===== config.mk =====
export PLATFORM = sky130hd
export DESIGN_NAME = count_direction_monitor
export DESIGN_NICKNAME = d
export VERILOG_FILES = /design/src/rtl/count_mon_pkg.sv /design/src/rtl/step_classifier.sv /design/src/rtl/count_direction_monitor.sv
export SDC_FILE = /design/constraint.sdc
export NUM_CORES = 1
export LEC_CHECK = 0
export CAP_MARGIN = 20
export CORE_ASPECT_RATIO = 0.8
export CORE_MARGIN = 2
export CORE_UTILIZATION = 49
export DETAILED_ROUTE_END_ITERATION = 7
export PLACE_DENSITY = 0.75
export SYNTH_ARGS = -nofsm -noshare
export SYNTH_HDL_FRONTEND = slang
export SYNTH_SLANG_ARGS = --single-unit

===== constraint.sdc =====
create_clock -name clk -period 3.3 [get_ports clk]
set_input_delay 0.33 -clock clk [delete_from_list [all_inputs] [get_ports clk]]
set_output_delay 0.33 -clock clk [all_outputs]
set_load 0.05 [all_outputs]

===== src/rtl/count_mon_pkg.sv =====
// Shared types for the count direction monitor: FSM states, step classes, run counter width.
package count_mon_pkg;

  localparam int unsigned RUN_W = 3;

  typedef enum logic [1:0] {
    S_EMPTY = 2'd0,
    S_ACQ   = 2'd1,
    S_UP    = 2'd2,
    S_DOWN  = 2'd3
  } mon_state_t;

  typedef enum logic [1:0] {
    C_HOLD = 2'd0,
    C_UP   = 2'd1,
    C_DOWN = 2'd2,
    C_JUMP = 2'd3
  } step_class_t;

endpackage


===== src/rtl/step_classifier.sv =====
// Classifies a count step as hold, up, down or jump from the modular difference
// between the new sample and the previous one; wrap-around counts as adjacent.
module step_classifier
  import count_mon_pkg::*;
#(
  parameter int unsigned WIDTH = 3
) (
  input  logic [0:WIDTH-1] q_in,
  input  logic [WIDTH-1:0] prev,
  output step_class_t      step_class
);

  logic [WIDTH-1:0] w_q;
  logic [WIDTH-1:0] w_delta;

  // q_in[0] is the MSB, so a plain assignment lands it in w_q[WIDTH-1]
  assign w_q     = q_in;
  assign w_delta = w_q - prev;

  always_comb begin
    step_class = C_JUMP;
    if (w_delta == '0)
      step_class = C_HOLD;
    else if (w_delta == WIDTH'(1))
      step_class = C_UP;
    else if (w_delta == {WIDTH{1'b1}})
      step_class = C_DOWN;
  end

endmodule


===== src/rtl/count_direction_monitor.sv =====
// Watches a sampled count stream, locks onto its direction after LOCK_STEPS
// consecutive same-direction steps, flags jumps/reversals and tracks a wrapping position.
module count_direction_monitor
  import count_mon_pkg::*;
#(
  parameter int unsigned WIDTH      = 3,
  parameter int unsigned LOCK_STEPS = 2,
  parameter int unsigned POS_W      = 8
) (
  input  logic             clk,
  input  logic             clear,
  input  logic [0:WIDTH-1] q_in,
  input  logic             sample_en,
  output logic             ud_out,
  output logic             locked,
  output logic             hold,
  output logic             err,
  output logic             rev,
  output logic [POS_W-1:0] pos
);

  localparam logic [RUN_W-1:0] LOCK_R = RUN_W'(LOCK_STEPS);
  localparam logic [RUN_W-1:0] ONE_R  = RUN_W'(1);

  mon_state_t       r_state;
  logic [WIDTH-1:0] r_prev;
  logic [RUN_W-1:0] r_run;
  logic             r_ud;
  logic             r_locked;
  logic             r_hold;
  logic             r_err;
  logic             r_rev;
  logic [POS_W-1:0] r_pos;

  logic [WIDTH-1:0] w_q;
  step_class_t      w_class;
  logic [RUN_W-1:0] w_run_inc;
  logic [RUN_W-1:0] w_run_up;
  logic [RUN_W-1:0] w_run_dn;

  assign w_q = q_in;

  step_classifier #(.WIDTH(WIDTH)) u_classifier (
    .q_in       (q_in),
    .prev       (r_prev),
    .step_class (w_class)
  );

  // A step continues the run only if it agrees with the current direction
  assign w_run_inc = (r_run >= LOCK_R) ? LOCK_R : r_run + ONE_R;
  assign w_run_up  = r_ud  ? w_run_inc : ONE_R;
  assign w_run_dn  = !r_ud ? w_run_inc : ONE_R;

  always_ff @(posedge clk) begin
    if (!clear) begin
      r_state  <= S_EMPTY;
      r_prev   <= '0;
      r_run    <= '0;
      r_ud     <= 1'b0;
      r_locked <= 1'b0;
      r_hold   <= 1'b0;
      r_err    <= 1'b0;
      r_rev    <= 1'b0;
      r_pos    <= '0;
    end else if (sample_en) begin
      r_prev <= w_q;
      r_err  <= 1'b0;
      r_rev  <= 1'b0;
      if (r_state == S_EMPTY) begin
        r_state <= S_ACQ;
      end else begin
        r_hold <= (w_class == C_HOLD);
        unique case (w_class)
          C_HOLD: ;
          C_UP: begin
            r_pos <= r_pos + POS_W'(1);
            case (r_state)
              S_ACQ: begin
                r_ud  <= 1'b1;
                r_run <= w_run_up;
                if (w_run_up >= LOCK_R) begin
                  r_state  <= S_UP;
                  r_locked <= 1'b1;
                end
              end
              S_DOWN: begin
                r_rev <= 1'b1;
                r_ud  <= 1'b1;
                r_run <= ONE_R;
                if (LOCK_STEPS == 1) begin
                  r_state <= S_UP;
                end else begin
                  r_state  <= S_ACQ;
                  r_locked <= 1'b0;
                end
              end
              default: ;
            endcase
          end
          C_DOWN: begin
            r_pos <= r_pos - POS_W'(1);
            case (r_state)
              S_ACQ: begin
                r_ud  <= 1'b0;
                r_run <= w_run_dn;
                if (w_run_dn >= LOCK_R) begin
                  r_state  <= S_DOWN;
                  r_locked <= 1'b1;
                end
              end
              S_UP: begin
                r_rev <= 1'b1;
                r_ud  <= 1'b0;
                r_run <= ONE_R;
                if (LOCK_STEPS == 1) begin
                  r_state <= S_DOWN;
                end else begin
                  r_state  <= S_ACQ;
                  r_locked <= 1'b0;
                end
              end
              default: ;
            endcase
          end
          C_JUMP: begin
            r_err    <= 1'b1;
            r_locked <= 1'b0;
            r_run    <= '0;
            r_state  <= S_ACQ;
          end
        endcase
      end
    end else begin
      r_err <= 1'b0;
      r_rev <= 1'b0;
    end
  end

  assign ud_out = r_ud;
  assign locked = r_locked;
  assign hold   = r_hold;
  assign err    = r_err;
  assign rev    = r_rev;
  assign pos    = r_pos;

endmodule


Yosys cells after proc, flatten, opt, wreduce, memory -nomap -nowiden
Cells that the tools add are included.
{ "word_totals": {"regBits": 21, "latch_bits": 0, "mem_bits_rw": 0, "romBits": 0, "in_bits": 6, "output_inout_bits": 13, "wordCells": 80, "n_memories": 0} }
{ "op_classes": {"addsub": 4, "mul": 0, "n_div": 0, "n_lt_le_gt_ge": 3, "n_eq_ne": 18, "n_shift": 0, "muxes": 28, "n_bitwise": 3, "reduce_logical": 15} }
{ "ops": {"columns": ["cell", "n"], "rows": [
  ["$pmux W8 S2", 1],
  ["$ne A4 B4 Y1 const B", 3],
  ["$pmux W3 S2", 2],
  ["$mux W2", 5],
  ["$reduce_and A5 Y1", 2],
  ["$ge A3 B2 Y1 const B", 3],
  ["$mux W3", 3],
  ["$ne A3 B3 Y1 const B", 3],
  ["$pmux W3 S3", 1],
  ["$add A8 B1 Y8 const B", 1],
  ["$eq A2 B2 Y1 const B", 4],
  ["$mux W1", 8],
  ["$pmux W1 S2", 4],
  ["$pmux W2 S2", 2],
  ["$sub A8 B1 Y8 const B", 1],
  ["$reduce_and A7 Y1", 1],
  ["$pmux W2 S3", 1],
  ["$reduce_and A6 Y1", 1],
  ["$eq A2 B1 Y1 const B", 2],
  ["$logic_not A2 Y1", 2],
  ["$ne A2 B2 Y1 const B", 2],
  ["$ne A4 B3 Y1 const B", 1],
  ["$reduce_bool A4 Y1", 1],
  ["$reduce_or A2 Y1", 2],
  ["other kinds (13)", 15]
]} }

Logic depth before layout (Yosys ltp)
{ "logic_depth": {"depth_word": 8, "ltp_mapped": 17, "ltp_nobuf": 16} }

Hierarchy
Synthesis repeated with hierarchy kept, for this count alone.
{ "hier_totals": {"hier_cells": 170, "hier_area_um2": 1471.4} }
{ "by_module_without_submodules": {"columns": ["mod", "n_inst", "cells_per_inst", "area_per_inst_um2", "seq_area_each_um2"], "rows": [
  ["count_direction_monitor", 1, 161, 1385.1, 420.4],
  ["step_classifier", 1, 9, 86.3, 0.0]
]} }

Worst setup path before layout
Ideal clock, no wire load.
{ "synth_timing": {"path_kind": "input to register", "startpoint": "input port q_in[2] (netlist name)", "endpoint": "register r_pos[7] (netlist: pos[7])", "setup_ns": 0.072, "arrival_ns": 3.385, "t_required_ns": 3.228, "setup_slack_ns": -0.157, "path_stages": 15, "path_buffers": 0, "path_cell_list": "inv_1 -> ha_1 -> fa_1 -> xor2_1 -> xnor2_1 -> mux2i_2 -> inv_1 -> ha_1 -> ha_1 -> a21o_1 -> a41oi_1 -> o21ai_1 -> o31ai_2 -> mux2i_1 -> mux2i_1"} }
{ "synth_via": {"elab_chain_len": 8, "word_cells_on_any_way": 12, "cone_classes": "add/sub: 1; eq/ne: 4; mux: 4; reduce/logical: 3"} }
{ "synth_lines": {"columns": ["item", "line_no", "source"], "rows": [
  ["start: declaration", "count_direction_monitor.sv:12", "input logic [0:WIDTH-1] q_in,"],
  ["$sub A3 B3 Y3 *", "step_classifier.sv:18", "assign w_delta = w_q - prev;"],
  ["$eq A3 B3 Y1", "step_classifier.sv:26", "else if (w_delta == {WIDTH{1'b1}})"],
  ["$mux W1", "step_classifier.sv:26", null],
  ["$mux W2", "step_classifier.sv:24", "else if (w_delta == WIDTH'(1))"],
  ["$mux W2 *", "step_classifier.sv:22", "if (w_delta == '0)"],
  ["$eq A2 B2 Y1 / $eq A2 B1 Y1 (equally long branches)", "count_direction_monitor.sv:73", "unique case (w_class)"],
  ["$reduce_bool A2 Y1 (no line)", null, null],
  ["$reduce_and A3 Y1 (no line)", null, null],
  ["end signal: assignment", "count_direction_monitor.sv:76", "r_pos <= r_pos + POS_W'(1);"],
  ["end signal: assignment", "count_direction_monitor.sv:101", "r_pos <= r_pos - POS_W'(1);"],
  ["end: declaration", "count_direction_monitor.sv:33", "logic [POS_W-1:0] r_pos;"]
]} }
Every way passes the cells marked *; elsewhere a longest branch is shown, timed or not.
A chain may end at the register's enable or synchronous reset.

Worst setup path in the final report
Same ends and word-level chain as after synthesis.

==> metrics.txt <==
worst setup path class in -> reg; DR vias roughly 1300; clock skew 0.00157 ns; Critical-path top delay cell fa_2; Die W between 60 and 70 um; fin nets 235; most frequent cell after synthesis dfxtp_1; ys flop type dfxtp_1; FP Rows 17; first-pass GRT wire length 5800 um; crit end category register; latest clock arrival within the worst-skew pair 0.26 ns; Multi-input gate area approximately 1100 sq um; PortBufs 18; family with the most delay on the worst path adder cells; CTS Buf Count 3; pre-CTS setup slack -0.640 ns; Max-slew headroom 44.6%; CTS clk-pin slew, worst paths around 0.08 ns; placement-stage cell area between 1500 and 2000 sq um; drt initial violations 45; hpwl dp around 2500 um; Vias per Instance ~5.2; Least-Margin Pin Slew ~0.83 ns; H-tree Lvls 1; TritonCTS clock tree yes; Die Y 53.5 um; top cells by count, synth dfxtp_1 (21), ha_1 (16), nand2_1 (13); die area 3520 sq um; Total Routing Usage GR roughly 22%; Setup TNS 0 ns; hold-fix buffers at CTS 0; Fillers about 210; GR Util met2 between 40% and 50%; Syn Area/Cell around 8.9 sq um; Worst path max stage delay between 0.3 and 0.4 ns; Ports 19; final core utilization ~71%; flip-flop and latch count after synthesis 21; CP most frequent cell ha_4; fmax 310 MHz; RD Place Congestion slightly below 0.8; Area Overhead vs Synth 33.6%; Initial Util a little over half; antenna cells 0; met3 Resource Use GR 4.68%; Power Density approximately 420 nW/um^2; max cap viols 0; Critical Path RT ~3.5 ns; maximum vdd drop around 0.00022 V; Core ar. 2830 sq um; syn_nets approximately 190; Root Driver clkbuf_8; final total power 836 uW; placed insts 241; WP buf/inv 3; initial antenna violation count 0; Synth top area share 28.0%; Hold Path Class in -> reg; routed length per instance 13.5 um; grt peak-use layer met2; Hold Vio Cnt, Final 0; global route overflow 0; largest net degree at the start of global routing 28; min Tclk post-route approximately 3.2 ns; top cells by area, synth dfxtp_1 (28%), ha_1 (13%), mux2i_1 (4.0%); final number of setup-violating endpoints 0; Crit path arrival time roughly 3.4 ns; Post-DRT Antenna Nets 0; Post-synth EDFFs 0; critical path fanouts, max 5; DR DRC count 0; Final period util 97.8%; DR pass1 iterations 4; PnR worst setup slack 0.0720 ns; CP Cell Sequence clkdlybuf4s15_1 > inv_4 > ha_4 > fa_2 > xor2_1 > xnor2_1 > mux2i_2 > inv_2 > ha_4 > ha_4 > a21o_1 > a41oi_2 > o21ai_2 > o31ai_2 > mux2i_1 > mux2i_1; status finished, final reports clean; sequential share of the synthesized area between 20% and 30%; Final Instance Area between 2000 and 2500 sq um; synth warn 0; fraction of layout instances using a drive strength above 1 between 20% and 30%; Synth Cell Area between 1000 and 1500 sq um; Final Non-Filler Cells about 250; pins over their slew limit 0; Leak Pwr 0.856 nW; startpoint types primary input; Post-Synthesis Cells about 170; vias in the first global route about 1300; met1 Usage GRT around a quarter; Unique masters post-synth 49; Clock Sinks 21; final wirelength 3360 um; Longest Clk Path Bufs 2; ys async rst share 0%; RSZ-0062 raised after global routing true; WHS 0.381 ns; Register Area approximately 420 sq um; Yosys top cell by area dfxtp_1
[cell type report]
cell class,count,share of cell area (%)
Clock buffer,4,2.25
Inverter,12,2.38
Multi-Input combinational cell,128,52.7
Sequential cell,21,21.1
Tap cell,38,2.38
Timing Repair Buffer,45,19.3
[kinds of logic after synthesis]
group | share of synthesized area (%)
and+or+nand+nor | 22.3
AOI/OAI and AO/OA | 19.4
DFF | 28.0
adders and majority gates | 16.0
muxes | 4.92
xor gates and xnor gates | 3.51
buffers and inverters | 5.84
[timing repair]
item | in CTS | in global routing
pin swaps | 3 | 8
endpoints found under the setup margin | 10 | 9
resized for setup | 3 | 7
buffers inserted | 1 | 2
[report_power, final]
| part | total, mW | switching (mW) | internal [mW] |
|---|---|---|---|
| Sequential | 0.287 | 0.0169 | 0.270 |
| Clock | 0.171 | 0.0850 | 0.0860 |
| Combinational | 0.379 | 0.196 | 0.183 |
| Total | 0.836 | 0.298 | 0.538 |
[worst reg2reg max path, stage by stage, from the launching register on]
cell	delay, ns
dfxtp_2	0.34
ha_4	0.15
fa_2	0.33
xor2_1	0.16
xnor2_1	0.25
mux2i_2	0.28
inv_2	0.08
ha_4	0.19
ha_4	0.21
a21o_1	0.18
a41oi_2	0.17
o21ai_2	0.09
o31ai_2	0.26
mux2i_1	0.25
mux2i_1	0.22
[path summary, 6_finish.rpt]
check	slack (ns)	startpoint	endpoint	depth (start not counted)
setup / recovery	0.07	q_in[2]	pos[7]	16
hold / removal	0.38	q_in[1]	r_prev[1]	3
setup reg to reg	0.08	r_prev[0]	pos[7]	14
hold reg to reg	0.48	hold	hold	2
[sequential cells by signal (all words and copies together) (netlist names)]
| signal | flops |
|---|---|
| locked | 1 |
| ud_out | 1 |
| r_run | 3 |
| r_state | 2 |
| pos | 8 |
| rev | 1 |
| err | 1 |
| r_prev | 3 |
| hold | 1 |
[layer usage]
layer  vias to the layer above  wire length, um
met1                       612             1590
met3                         2               54
met5                         -                0
met2                        11             1690
li1                        668                -
met4                         0               17
[cell usage in the layout (no fill, tap or decap), types with 4 or more instances in the layout]
cell / n
and2_1: 6
xnor2_1: 4
nor2_1: 8
a21oi_1: 6
inv_1: 10
dfxtp_1: 20
o21ai_0: 5
nor2b_1: 8
clkdlybuf4s50_1: 16
nand3b_1: 4
nand2_1: 13
buf_4: 27
mux2i_1: 6
ha_1: 13
nand2b_1: 4
(Power assumes the default switching activity.)
